==> src/rtl/pc_sched_pkg.sv <==
// pc_sched_pkg: shared types and constants for the preemptive program counter.
// Holds the run-mode enum, the OS entry address and the action codes used to
// rank the competing per-cycle events (halt, fault, expiry, dispatch, jump, increment).
package pc_sched_pkg;

  typedef enum logic {
    MODE_OS   = 1'b0,
    MODE_USER = 1'b1
  } mode_e;

  // Control always returns to the OS at this address.
  localparam int OS_ENTRY = 0;

  // Action codes, listed from highest to lowest priority.
  typedef logic [2:0] act_t;
  localparam act_t ACT_HOLD     = 3'd0;
  localparam act_t ACT_HALT     = 3'd1;
  localparam act_t ACT_FAULT    = 3'd2;
  localparam act_t ACT_EXPIRE   = 3'd3;
  localparam act_t ACT_DISPATCH = 3'd4;
  localparam act_t ACT_JUMP     = 3'd5;
  localparam act_t ACT_INC      = 3'd6;

endpackage

==> src/rtl/pc_sched_if.sv <==
// pc_sched_if: control and status bundle between the fetch/OS side (master)
// and the scheduling program counter (slave).
// The fault signal exists only when PC_BOUNDS_CHECK_EN is defined.
interface pc_sched_if #(
  parameter int ADDR_WIDTH    = 32,
  parameter int NUM_CTX       = 4,
  parameter int CTX_WIDTH     = $clog2(NUM_CTX),
  parameter int QUANTUM_WIDTH = 16
);
  logic                     stall;
  logic                     halt;
  logic                     jump;
  logic [ADDR_WIDTH-1:0]    jump_address;
  logic                     write_quantum;
  logic [QUANTUM_WIDTH-1:0] quantum;
  logic                     dispatch;
  logic [CTX_WIDTH-1:0]     dispatch_ctx;
  logic                     init_ctx;
  logic [ADDR_WIDTH-1:0]    init_address;

  logic [ADDR_WIDTH-1:0]    output_address;
  logic                     user_mode;
  logic [CTX_WIDTH-1:0]     current_ctx;
  logic                     program_ended;
  logic                     quantum_expired;
  logic [NUM_CTX-1:0]       ctx_done;
`ifdef PC_BOUNDS_CHECK_EN
  logic                     fault;
`endif

  modport master (
`ifdef PC_BOUNDS_CHECK_EN
    input  fault,
`endif
    output stall, halt, jump, jump_address, write_quantum, quantum,
    output dispatch, dispatch_ctx, init_ctx, init_address,
    input  output_address, user_mode, current_ctx, program_ended,
    input  quantum_expired, ctx_done
  );

  modport slave (
`ifdef PC_BOUNDS_CHECK_EN
    output fault,
`endif
    input  stall, halt, jump, jump_address, write_quantum, quantum,
    input  dispatch, dispatch_ctx, init_ctx, init_address,
    output output_address, user_mode, current_ctx, program_ended,
    output quantum_expired, ctx_done
  );

endinterface

==> src/rtl/pc_sched_ctx_table.sv <==
// pc_ctx_table: saved user-context PCs plus per-context done flags.
// One write port (save or OS init), an extra done-set port for halts/traps,
// and one asynchronous read port addressed by the dispatch context.
module pc_ctx_table
  import pc_sched_pkg::*;
#(
  parameter int ADDR_WIDTH = 32,
  parameter int NUM_CTX    = 4,
  parameter int CTX_WIDTH  = $clog2(NUM_CTX)
) (
  input  logic                  clk_i,
  input  logic                  rst_ni,
  input  logic                  wrEn_i,
  input  logic [CTX_WIDTH-1:0]  wrIdx_i,
  input  logic [ADDR_WIDTH-1:0] wrData_i,
  input  logic                  clrDone_i,
  input  logic                  setDone_i,
  input  logic [CTX_WIDTH-1:0]  setIdx_i,
  input  logic [CTX_WIDTH-1:0]  rdIdx_i,
  output logic [ADDR_WIDTH-1:0] rdData_o,
  output logic                  rdDone_o,
  output logic [NUM_CTX-1:0]    done_o
);

  logic [ADDR_WIDTH-1:0] saved_q [NUM_CTX];
  logic [NUM_CTX-1:0]    done_q;

  // Register file update; an init clearing a flag overrides a same-cycle set.
  always_ff @(posedge clk_i or negedge rst_ni) begin
    if (!rst_ni) begin
      for (int i = 0; i < NUM_CTX; i++) begin
        saved_q[i] <= ADDR_WIDTH'(OS_ENTRY);
      end
      done_q <= '1;
    end else begin
      if (wrEn_i) begin
        saved_q[wrIdx_i] <= wrData_i;
      end
      if (setDone_i) begin
        done_q[setIdx_i] <= 1'b1;
      end
      if (wrEn_i && clrDone_i) begin
        done_q[wrIdx_i] <= 1'b0;
      end
    end
  end

  assign rdData_o = saved_q[rdIdx_i];
  assign rdDone_o = done_q[rdIdx_i];
  assign done_o   = done_q;

endmodule

==> src/rtl/pc_sched.sv <==
// pc_sched: fetch-address program counter with preemptive multi-context scheduling.
// Runs either the OS or one user context, counts a per-dispatch quantum and saves
// the interrupted user PC on preemption. Optional feature macro: PC_BOUNDS_CHECK_EN
// (user jumps below OS_LIMIT or wrapping increments trap back to the OS).
module pc_sched
  import pc_sched_pkg::*;
#(
  parameter int ADDR_WIDTH    = 32,
  parameter int NUM_CTX       = 4,
  parameter int CTX_WIDTH     = $clog2(NUM_CTX),
  parameter int OS_LIMIT      = 512,
  parameter int QUANTUM_WIDTH = 16
) (
  input logic       clock,
  input logic       reset,
  pc_sched_if.slave bus
);

  localparam logic [ADDR_WIDTH-1:0] OS_ENTRY_ADDR = ADDR_WIDTH'(OS_ENTRY);
  localparam logic [ADDR_WIDTH-1:0] USER_BASE     = ADDR_WIDTH'(OS_LIMIT);

  mode_e                    mode_q, mode_d;
  logic [ADDR_WIDTH-1:0]    pc_q, pc_d;
  logic [CTX_WIDTH-1:0]     ctx_q, ctx_d;
  logic [QUANTUM_WIDTH-1:0] cnt_q, cnt_d;
  logic [QUANTUM_WIDTH-1:0] maxQuantum_q, maxQuantum_d;
  logic                     programEnded_q, programEnded_d;
  logic                     quantumExpired_q, quantumExpired_d;
`ifdef PC_BOUNDS_CHECK_EN
  logic                     fault_q, fault_d;
`endif

  logic                     tblWrEn;
  logic [CTX_WIDTH-1:0]     tblWrIdx;
  logic [ADDR_WIDTH-1:0]    tblWrData;
  logic                     tblClrDone;
  logic                     tblSetDone;
  logic [CTX_WIDTH-1:0]     tblSetIdx;
  logic [ADDR_WIDTH-1:0]    tblRdData;
  logic                     tblRdDone;
  logic [NUM_CTX-1:0]       tblDone;

  logic [ADDR_WIDTH-1:0]    nextAddr;
  logic [QUANTUM_WIDTH:0]   cntInc;
  logic                     expire;
  logic                     boundsFault;
  logic                     dispCtxDone;
  logic [ADDR_WIDTH-1:0]    dispAddr;
  act_t                     act;

  pc_ctx_table #(
    .ADDR_WIDTH (ADDR_WIDTH),
    .NUM_CTX    (NUM_CTX),
    .CTX_WIDTH  (CTX_WIDTH)
  ) u_ctx_table (
    .clk_i     (clock),
    .rst_ni    (reset),
    .wrEn_i    (tblWrEn),
    .wrIdx_i   (tblWrIdx),
    .wrData_i  (tblWrData),
    .clrDone_i (tblClrDone),
    .setDone_i (tblSetDone),
    .setIdx_i  (tblSetIdx),
    .rdIdx_i   (bus.dispatch_ctx),
    .rdData_o  (tblRdData),
    .rdDone_o  (tblRdDone),
    .done_o    (tblDone)
  );

  // The counter is widened by one bit so the expiry compare never sees a wrap.
  assign nextAddr    = bus.jump ? bus.jump_address : pc_q + ADDR_WIDTH'(1);
  assign cntInc      = {1'b0, cnt_q} + (QUANTUM_WIDTH + 1)'(1);
  assign expire      = (maxQuantum_q != '0) && (cntInc >= {1'b0, maxQuantum_q});
  assign boundsFault = bus.jump ? (bus.jump_address < USER_BASE) : (pc_q == '1);
  // A same-cycle init of the dispatched context takes effect for that dispatch.
  assign dispCtxDone = bus.init_ctx ? 1'b0 : tblRdDone;
  assign dispAddr    = bus.init_ctx ? bus.init_address : tblRdData;

`ifndef PC_BOUNDS_CHECK_EN
  logic unusedBoundsFault;
  assign unusedBoundsFault = boundsFault;
`endif

  // Pick the winning event for this cycle and derive all next-state values.
  always_comb begin
    mode_d           = mode_q;
    pc_d             = pc_q;
    ctx_d            = ctx_q;
    cnt_d            = cnt_q;
    maxQuantum_d     = bus.write_quantum ? bus.quantum : maxQuantum_q;
    programEnded_d   = 1'b0;
    quantumExpired_d = 1'b0;
`ifdef PC_BOUNDS_CHECK_EN
    fault_d          = 1'b0;
`endif
    // The OS init owns the table write port; it also wins over an expiry save.
    tblWrEn          = bus.init_ctx;
    tblWrIdx         = bus.dispatch_ctx;
    tblWrData        = bus.init_address;
    tblClrDone       = bus.init_ctx;
    tblSetDone       = 1'b0;
    tblSetIdx        = ctx_q;
    act              = ACT_HOLD;

    if (!bus.stall) begin
      if (mode_q == MODE_OS) begin
        if (bus.halt)                             act = ACT_HALT;
        else if (bus.dispatch && !dispCtxDone)    act = ACT_DISPATCH;
        else if (bus.jump)                        act = ACT_JUMP;
        else                                      act = ACT_INC;
      end else begin
        if (bus.halt)                             act = ACT_HALT;
`ifdef PC_BOUNDS_CHECK_EN
        else if (boundsFault)                     act = ACT_FAULT;
`endif
        else if (expire)                          act = ACT_EXPIRE;
        else if (bus.jump)                        act = ACT_JUMP;
        else                                      act = ACT_INC;
      end
    end

    case (act)
      ACT_HALT: begin
        pc_d   = OS_ENTRY_ADDR;
        cnt_d  = '0;
        mode_d = MODE_OS;
        if (mode_q == MODE_USER) begin
          programEnded_d = 1'b1;
          tblSetDone     = 1'b1;
        end
      end
      ACT_FAULT: begin
        pc_d       = OS_ENTRY_ADDR;
        cnt_d      = '0;
        mode_d     = MODE_OS;
        tblSetDone = 1'b1;
`ifdef PC_BOUNDS_CHECK_EN
        fault_d    = 1'b1;
`endif
      end
      ACT_EXPIRE: begin
        pc_d             = OS_ENTRY_ADDR;
        cnt_d            = '0;
        mode_d           = MODE_OS;
        quantumExpired_d = 1'b1;
        if (!bus.init_ctx) begin
          tblWrEn    = 1'b1;
          tblWrIdx   = ctx_q;
          tblWrData  = nextAddr;
          tblClrDone = 1'b0;
        end
      end
      ACT_DISPATCH: begin
        pc_d   = dispAddr;
        ctx_d  = bus.dispatch_ctx;
        cnt_d  = '0;
        mode_d = MODE_USER;
      end
      ACT_JUMP, ACT_INC: begin
        pc_d = nextAddr;
        if ((mode_q == MODE_USER) && (cnt_q != '1)) begin
          cnt_d = cnt_q + QUANTUM_WIDTH'(1);
        end
      end
      default: begin
      end
    endcase
  end

  // State register with asynchronous active-low reset into the OS entry point.
  always_ff @(posedge clock or negedge reset) begin
    if (!reset) begin
      mode_q           <= MODE_OS;
      pc_q             <= OS_ENTRY_ADDR;
      ctx_q            <= '0;
      cnt_q            <= '0;
      maxQuantum_q     <= '0;
      programEnded_q   <= 1'b0;
      quantumExpired_q <= 1'b0;
`ifdef PC_BOUNDS_CHECK_EN
      fault_q          <= 1'b0;
`endif
    end else begin
      mode_q           <= mode_d;
      pc_q             <= pc_d;
      ctx_q            <= ctx_d;
      cnt_q            <= cnt_d;
      maxQuantum_q     <= maxQuantum_d;
      programEnded_q   <= programEnded_d;
      quantumExpired_q <= quantumExpired_d;
`ifdef PC_BOUNDS_CHECK_EN
      fault_q          <= fault_d;
`endif
    end
  end

  assign bus.output_address  = pc_q;
  assign bus.user_mode       = (mode_q == MODE_USER);
  assign bus.current_ctx     = ctx_q;
  assign bus.program_ended   = programEnded_q;
  assign bus.quantum_expired = quantumExpired_q;
  assign bus.ctx_done        = tblDone;
`ifdef PC_BOUNDS_CHECK_EN
  assign bus.fault           = fault_q;
`endif

endmodule

==> src/flat_wrapper.sv <==
// flat-port wrapper written by rule: the top's interface ports become plain ports
module pc_sched_flat import pc_sched_pkg::*;
#(
  parameter int ADDR_WIDTH    = 32,
  parameter int NUM_CTX       = 4,
  parameter int CTX_WIDTH     = $clog2(NUM_CTX),
  parameter int OS_LIMIT      = 512,
  parameter int QUANTUM_WIDTH = 16
)
  (clock, reset, bus_stall, bus_halt, bus_jump, bus_jump_address, bus_write_quantum, bus_quantum, bus_dispatch, bus_dispatch_ctx, bus_init_ctx, bus_init_address, bus_output_address, bus_user_mode, bus_current_ctx, bus_program_ended, bus_quantum_expired, bus_ctx_done);
  pc_sched_if #(.ADDR_WIDTH(ADDR_WIDTH), .NUM_CTX(NUM_CTX), .CTX_WIDTH(CTX_WIDTH), .QUANTUM_WIDTH(QUANTUM_WIDTH)) bus_i ();
  input logic clock;
  input logic reset;
  input wire logic [$bits(bus_i.stall)-1:0] bus_stall;
  input wire logic [$bits(bus_i.halt)-1:0] bus_halt;
  input wire logic [$bits(bus_i.jump)-1:0] bus_jump;
  input wire logic [$bits(bus_i.jump_address)-1:0] bus_jump_address;
  input wire logic [$bits(bus_i.write_quantum)-1:0] bus_write_quantum;
  input wire logic [$bits(bus_i.quantum)-1:0] bus_quantum;
  input wire logic [$bits(bus_i.dispatch)-1:0] bus_dispatch;
  input wire logic [$bits(bus_i.dispatch_ctx)-1:0] bus_dispatch_ctx;
  input wire logic [$bits(bus_i.init_ctx)-1:0] bus_init_ctx;
  input wire logic [$bits(bus_i.init_address)-1:0] bus_init_address;
  output wire logic [$bits(bus_i.output_address)-1:0] bus_output_address;
  output wire logic [$bits(bus_i.user_mode)-1:0] bus_user_mode;
  output wire logic [$bits(bus_i.current_ctx)-1:0] bus_current_ctx;
  output wire logic [$bits(bus_i.program_ended)-1:0] bus_program_ended;
  output wire logic [$bits(bus_i.quantum_expired)-1:0] bus_quantum_expired;
  output wire logic [$bits(bus_i.ctx_done)-1:0] bus_ctx_done;
  assign bus_i.stall = bus_stall;
  assign bus_i.halt = bus_halt;
  assign bus_i.jump = bus_jump;
  assign bus_i.jump_address = bus_jump_address;
  assign bus_i.write_quantum = bus_write_quantum;
  assign bus_i.quantum = bus_quantum;
  assign bus_i.dispatch = bus_dispatch;
  assign bus_i.dispatch_ctx = bus_dispatch_ctx;
  assign bus_i.init_ctx = bus_init_ctx;
  assign bus_i.init_address = bus_init_address;
  assign bus_output_address = bus_i.output_address;
  assign bus_user_mode = bus_i.user_mode;
  assign bus_current_ctx = bus_i.current_ctx;
  assign bus_program_ended = bus_i.program_ended;
  assign bus_quantum_expired = bus_i.quantum_expired;
  assign bus_ctx_done = bus_i.ctx_done;
  pc_sched #(.ADDR_WIDTH(ADDR_WIDTH), .NUM_CTX(NUM_CTX), .CTX_WIDTH(CTX_WIDTH), .OS_LIMIT(OS_LIMIT), .QUANTUM_WIDTH(QUANTUM_WIDTH)) u_core (.clock(clock), .reset(reset), .bus(bus_i));
endmodule
==> config.mk <==
export PLATFORM = sky130hd
export DESIGN_NAME = pc_sched_flat
export DESIGN_NICKNAME = d
export VERILOG_FILES = /design/src/rtl/pc_sched_pkg.sv /design/src/rtl/pc_sched_if.sv /design/src/rtl/pc_sched_ctx_table.sv /design/src/rtl/pc_sched.sv /design/src/flat_wrapper.sv
export SDC_FILE = /design/constraint.sdc
export NUM_CORES = 1
export LEC_CHECK = 0
export BUFFER_PORTS_ARGS = -buffer_cell sky130_fd_sc_hd__buf_2
export CORE_ASPECT_RATIO = 0.8
export CORE_UTILIZATION = 55
export DETAILED_ROUTE_END_ITERATION = 8
export PLACE_DENSITY = 0.76
export SLEW_MARGIN = 20
export SYNTH_ARGS = -nofsm -noshare
export SYNTH_HDL_FRONTEND = slang
export SYNTH_HIERARCHICAL = 1
export SYNTH_SLANG_ARGS = --single-unit
==> constraint.sdc <==
create_clock -name clock -period 13.84 [get_ports clock]
set_clock_uncertainty 0.05 [all_clocks]
set_input_delay 2.768 -clock clock [delete_from_list [all_inputs] [get_ports clock]]
set_output_delay 2.768 -clock clock [all_outputs]
set_load 0.01 [all_outputs]
### Yosys cells after proc, flatten, opt, wreduce, memory -nomap -nowiden

Index checks and enable logic that the tools add are counted.

* bits in read-only memories: 0
* output and inout bits: 41
* memories: 0
* memory bits (writable): 0
* flip-flop bits (word level): 201
* latch bits: 0
* word-level logic and storage cells: 92
* input port bits: 90

* muxes and demuxes: 39
* magnitude comparators: 9
* add/sub/neg operators: 3
* equal/unequal tests: 8
* shifts and indexed selects: 0
* bitwise gates (word level): 5
* multipliers: 0
* reduce and logical (&&, ||, !) cells: 16
* div/mod/pow operators: 0

Operators with widths (number)
* 32-bit two-way mux: 7
* 128-bit bitwise mux: 1
* 32-bit one-hot mux with 3 select lines: 1
* 32-bit binary-select mux with 2-bit select: 1
* 32-bit demux with 2-bit select: 1
* 32-bit by 1-bit adder with 32-bit output, second input constant: 1
* 16-bit one-hot mux with 2 select lines: 1
* 3-bit two-way mux: 6
* 16-bit by 1-bit adder with 17-bit output, second input constant: 1
* 17-bit by 16-bit greater-or-equal comparator with 1-bit output: 1
* 16-bit by 1-bit adder with 16-bit output, second input constant: 1
* 16-bit two-way mux: 1
* 16-bit inequality test, second input constant: 1
* 16-bit nonzero test: 1
* 1-bit two-way mux: 10
* 3-bit == test, second input constant: 3
* 2-bit by 3-bit < comparator with 1-bit output, second input constant: 3
* 4-bit two-way mux: 2
* 1-bit logical AND: 7
* 3-bit by 2-bit == test with 1-bit output, second input constant: 2
* 3-bit greater-or-equal comparator, second input constant: 2
* 2-bit two-way mux: 3
* 2-bit inverter with 3-bit output: 2
* 4-bit bitwise AND: 1
* 16 further kinds: 20

### Longest topological paths before layout

* depth after elaboration: 18
* depth in mapped cells: 18
* mapped depth without buffers: 15

### Modules after synthesis

The synthesis kept the hierarchy.

Modules (own cells, without submodules)
* pc_ctx_table: seq. area each 3308.2 um^2, times used 1, area an instance 5759.3 um^2, cells an instance 329
* pc_sched: seq. area each 1726.7 um^2, times used 1, area an instance 5315.1 um^2, cells an instance 633

### Worst setup path before layout

No wires, ideal clock.

* path type: input -> register
* start point: input bus_dispatch_ctx[0]
* end point: register u_core.pc_q[12], in the netlist u_core/bus.output_address[12]
* arrival: 5.124 ns
* library setup time: 0.126 ns
* path buffers: 3
* stages on the path: 10
* path slack: 8.540 ns
* required time: 13.664 ns
* path through: buf_2 > buf_4 > mux4_2 > nor2b_1 > nor3b_1 > nor2b_1 > nor2_1 > and3_4 > buf_6 > a221o_1

* cells in the longest elaborated chain, start to end: 12
* elaborated cells between the ends (all ways): 24
* those cells by class: eq/ne: 6; mux: 12; bitwise: 1; reduce/logical: 5

Ends and longest elaborated chain
* start, declared: line flat_wrapper.sv:21 `input wire logic [$bits(bus_i.dispatch_ctx)-1:0] bus_dispatch_ctx;`
* 1-bit binary-select mux with 2-bit select (*): line pc_sched_ctx_table.sv:49 `assign rdDone_o = done_q[rdIdx_i];`
* 1-bit two-way mux (implied by the code) (*): line pc_sched_ctx_table.sv:49
* net u_core.tblRdDone: line pc_sched.sv:40 `logic tblRdDone;`
* 1-bit two-way mux (*): line pc_sched.sv:76 `assign dispCtxDone = bus.init_ctx ? 1'b0 : tblRdDone;`
* 1-bit zero test (*): line pc_sched.sv:108 `else if (bus.dispatch && !dispCtxDone) act = ACT_DISPATCH;`
* 1-bit logical AND (*): line pc_sched.sv:108
* 3-bit two-way mux (*): line pc_sched.sv:108
* 3-bit two-way mux (*): line pc_sched.sv:107 `if (bus.halt) act = ACT_HALT;`
* 3-bit two-way mux (*): line pc_sched.sv:106 `if (mode_q == MODE_OS) begin`
* 3-bit two-way mux (*): line pc_sched.sv:105 `if (!bus.stall) begin`
* 3-bit by 2-bit == test with 1-bit output, or another cell as far along: line pc_sched.sv:122 `case (act)`
* 3-bit OR reduction (no line) or 2-bit OR reduction (tied branches)
* 32-bit one-hot mux with 3 select lines or 3-bit nonzero test (tied branches)
* end signal, assigned: line pc_sched.sv:185 `pc_q <= pc_d;`
* end, declared: line pc_sched.sv:23 `logic [ADDR_WIDTH-1:0] pc_q, pc_d;`

The timed path passes the listed nets; every way through them passes the cells marked *. The select of a mux whose other input is x is not followed.
A chain may end at the register's enable or synchronous reset.

### Worst setup path in the final report

* start point: register u_core.cnt_q[0]
* end point: register u_core/u_ctx_table/saved_q[74] (netlist bit)

* cells in the longest elaborated chain, start to end: 15
* elaborated cells between the ends (all ways): 18
* those cells by class: add/sub: 1; order compare: 3; eq/ne: 1; mux: 10; bitwise: 1; reduce/logical: 2

Ends and longest elaborated chain
* start, declared: line pc_sched.sv:25 `logic [QUANTUM_WIDTH-1:0] cnt_q, cnt_d;`
* start signal, assigned: line pc_sched.sv:187 `cnt_q <= cnt_d;`
* 16-bit by 1-bit adder with 17-bit output (*): line pc_sched.sv:72 `assign cntInc = {1'b0, cnt_q} + (QUANTUM_WIDTH + 1)'(1);`
* 17-bit by 16-bit greater-or-equal comparator with 1-bit output (*): line pc_sched.sv:73 `assign expire = (maxQuantum_q != '0) && (cntInc >= {1'b0, maxQuantum_q});`
* 1-bit logical AND (*): line pc_sched.sv:73
* 3-bit two-way mux (*): line pc_sched.sv:116 `else if (expire) act = ACT_EXPIRE;`
* 3-bit two-way mux (*): line pc_sched.sv:112 `if (bus.halt) act = ACT_HALT;`
* 3-bit two-way mux (*): line pc_sched.sv:106
* 3-bit two-way mux (*): line pc_sched.sv:105
* 3-bit by 2-bit == test with 1-bit output (*): line pc_sched.sv:122
* 2-bit two-way mux (*): line pc_sched.sv:122
* net u_core.tblWrIdx[1]: line pc_sched.sv:34 `logic [CTX_WIDTH-1:0] tblWrIdx;`
* 2-bit inverter with 3-bit output (implied by the code) (*): line pc_sched_ctx_table.sv:37 `saved_q[wrIdx_i] <= wrData_i;`
* 3-bit greater-or-equal comparator (implied by the code) or 3-bit by 1-bit < comparator with 1-bit output (tied branches): line pc_sched_ctx_table.sv:37
* 1-bit logical AND (implied by the code): line pc_sched_ctx_table.sv:37
* 32-bit two-way mux (implied by the code): line pc_sched_ctx_table.sv:37
* 32-bit demux with 2-bit select (*): line pc_sched_ctx_table.sv:37
* 128-bit bitwise mux (*): line pc_sched_ctx_table.sv:37
* end signal, assigned by index: line pc_sched_ctx_table.sv:32 `saved_q[i] <= ADDR_WIDTH'(OS_ENTRY);`
* end signal, assigned by index: line pc_sched_ctx_table.sv:37
* end, declared: line pc_sched_ctx_table.sv:25 `logic [ADDR_WIDTH-1:0] saved_q [NUM_CTX];`

The timed path passes the listed nets; every way through them passes the cells marked *.

==> results.toml <==
[status]
outcome = "complete, no violations"

[worst_setup_path]
path_max_fanout = 52
slowest_delay_ns = 0.93
required_ns = 14.16
criticalPathCategory = "register to register"
end_kind = "register"
critPathBufInv = 0
reg2reg_slack_ns = 7.49
crit_chain = "ha_1, nand4_1, or3_1, or2_1, nor2_1, xor2_1, ha_1, a21oi_1, o21ai_0, a221oi_1, a31oi_2, nand3b_4, mux2_2, nand3b_2, mux2_2"
cp.arrival_ns = 6.67
reg2reg_from = "u_core/cnt_q[0]"
worstReg2RegEnd = "u_core/u_ctx_table/saved_q[74]"
critPathSlowestCell = "nand3b_2"
rr_worst_depth = 15
cp-start-kind = "register"
path_depth = 15
path_delay_family = "simple AND/OR/NAND/NOR gates"

[layout]
synthToLayoutAreaGrowth_pct = 12.7
layout_commonest_cell = "dfrtp_1"
drive_gt1_share_pct = 34.0
fin_nets = 1171
layout_common_cells = "dfrtp_1, mux2_2, buf_2"
design_area_um2 = 12500
insertedDiodeCount = 0

[power_and_ir_drop]
p_int_mw = 1.18
p_clk_share_pct = 35.4
peakVddDrop_v = 0.0000925
p_seq_share_pct = 46.7
power.density_nw_per_um2 = 128
leakagePower_nw = 5.69
combPwrFrac_pct = 17.9
switching_share_pct = 26.3
power_switching_mw = 0.420

[floorplanning]
die_w_um = 161
core_um2 = 19800
die_h_um = 129
io-pin-count = 131
start_util_pct = 55.9
dieArea_um2 = 20700
fp-row-count = 46

[placement]
port-buffer-count = 130
place_congestion = 0.836
dpl-instance-area_um2 = 11800
hpwl_mm = 18.0

[timing]
tns_ns = 0
maxSlewViolCount = 0
fin_crit_ns = 6.35
hold_viol = 0
tightestPinTransition_ns = 1.10
timing.hold.ws_ns = 0.449
max_freq_mhz = 158
maxSlewHeadroom_pct = 26.3
setup_viol = 0
fin_crit_sh_pct = 45.9
rsz0062_at_grt = "false"

[hold_path]
hold_class = "register to register"
holdPathStages = 1
whs_endpoint = "u_core/u_ctx_table/saved_q[29]"
min_from = "u_core/u_ctx_table/saved_q[29]"

[global_route]
grt_pass1_vias = 8204
grt_use_total_pct = 27.4
grt_max_degree = 118
grt_overflow = 0
grt_pass1_wl_mm = 44.4
grt_antenna_before_repair = 0

[job]
max_cap_violations = 0

[synthesis]
syn_area_per_cell_um2 = 11.5
synth-seq-area-share_pct = 45.5
ys_ff_latch = 201
syn_nets = 1070
yosys_warnings = 6
syn_inst = 962
synth-edff-count = 0
synth_area_um2 = 11100
async_reset_ff_share_pct = 100
synth.distinct_cells = 67
synth_flop_cell = "dfrtp_1"

[cts]
cts_buffer_depth = 3
hold_buffers = 0
insertion_delay_ns = 0.50
clk_pin_slew_worst_paths_ns = 0.06
htree_levels = 1
post_cts.repair.setup_buffers = 0
cts_buffers = 21
post_cts_resized = 0
cts_tree = "yes"
clock-sinks = 201
root_buffer = "clkbuf_16"

[detailed_routing]
vias_per_cell = 6.13
route.detailed.drc = 0
ant_nets = 0
drt_first_pass_iters = 5
num_vias = 8203
wl_mm = 27.5
wl_per_cell_um = 20.6
detail_route.iter0.violations = 607
## worst max path at each step
stage,start,to,slack [ns]
final,u_core/cnt_q[0],u_core/u_ctx_table/saved_q[74],7.49
after global routing,u_core/cnt_q[0],u_core/u_ctx_table/saved_q[81],7.20
after CTS,u_core/cnt_q[0],u_core/u_ctx_table/saved_q[74],7.66
after detailed placement,bus_dispatch_ctx[0],u_core/cnt_q[8],7.23
after global placement,bus_dispatch_ctx[0],u_core/cnt_q[8],7.26
after floorplan,bus_dispatch_ctx[0],u_core/bus.output_address[12],8.54
## layout make-up
class / count / area (um2)
multi-input cells: 677 / 5630
repair buffers: 138 / 723
well taps: 264 / 330
flip-flops and latches: 201 / 5030
clock inverters: 3 / 65.1
clock buffers: 31 / 613
inverters: 24 / 90.1
fillers: 1601 / 7310
## state kept, by name (all words and copies together) (netlist names)
signal                      count
u_core/bus.current_ctx          2
u_core/bus.output_address      32
u_core/bus.program_ended        1
u_core/bus.quantum_expired      1
u_core/bus.user_mode            1
u_core/cnt_q                   16
u_core/maxQuantum_q            16
u_core/u_ctx_table/done_o       4
u_core/u_ctx_table/saved_q    128
## metrics by stage
| stage | std cells | utilization [%] | setup slack, ns | total power, mW |
|---|---|---|---|---|
| finish | 1338 | 63.1 | 7.49 | 1.60 |
| global route | 1338 | 63.1 | 7.20 | 1.66 |
| CTS | 1338 | 63.0 | 7.66 | 1.60 |
| detailed placement | 1304 | 59.6 | 7.23 | 1.04 |
| global placement | 1304 | 59.6 | 7.26 | 1.02 |
| floorplan | 962 | - | 8.54 | 0.936 |
## per-layer routing
metal | up-vias | track usage, % | part of all wire [%]
met1 | 4201 | 39.0 | 46
met2 | 263 | 44.5 | 46
met4 | 0 | 6.16 | 1.7
met5 | - | 0 | 0
met3 | 38 | 4.51 | 6.4
li1 | 3701 | - | -
## cell usage after synthesis, types with 7 or more instances
cell type,n,area share (%)
xnor2_1,25,2.0
mux2_1,7,0.71
a21oi_1,21,0.95
nand3_1,20,0.90
a221o_1,10,0.90
o221ai_1,7,0.55
buf_2,15,0.68
xor2_1,16,1.3
o21ai_0,65,2.9
ha_1,18,2.0
nor2_1,43,1.5
mux4_2,33,6.7
mux2_2,138,14
and3_1,12,0.68
nand4_1,9,0.51
nor3_1,14,0.63
inv_1,24,0.81
nand2_1,101,3.4
dfrtp_1,197,45
buf_4,12,0.81
clkbuf_1,22,0.75
mux2i_1,34,3.1
## cells by family after synthesis
family	synth area share (%)
adders and majority gates	2.03
buffers and inverters	3.71
DFF	45.5
and+or+nand+nor	11.3
xor gates and xnor gates	3.24
muxes	25.2
AOI/OAI and AO/OA	9.00
## worst reg2reg max path: cells and delay by family (launching register included)
| kind | cells | cell delay (ns) |
|---|---|---|
| xor+xnor | 1 | 0.26 |
| compound gates | 4 | 1.07 |
| fa+ha+maj | 2 | 0.61 |
| flops | 1 | 0.43 |
| simple gates | 6 | 2.70 |
| mux | 2 | 1.11 |
## power groups by stage
| stage | clock network, mW | registers, mW | logic (mW) |
|---|---|---|---|
| 2_1_floorplan | 0 | 0.740 | 0.196 |
| 3_3_place_gp | 0 | 0.747 | 0.274 |
| 3_5_place_dp | 0 | 0.753 | 0.285 |
| 4_1_cts | 0.575 | 0.743 | 0.286 |
| 5_1_grt | 0.594 | 0.757 | 0.311 |
| 6_report | 0.565 | 0.746 | 0.285 |
No activity file was read; power rests on OpenSTA's default activity.
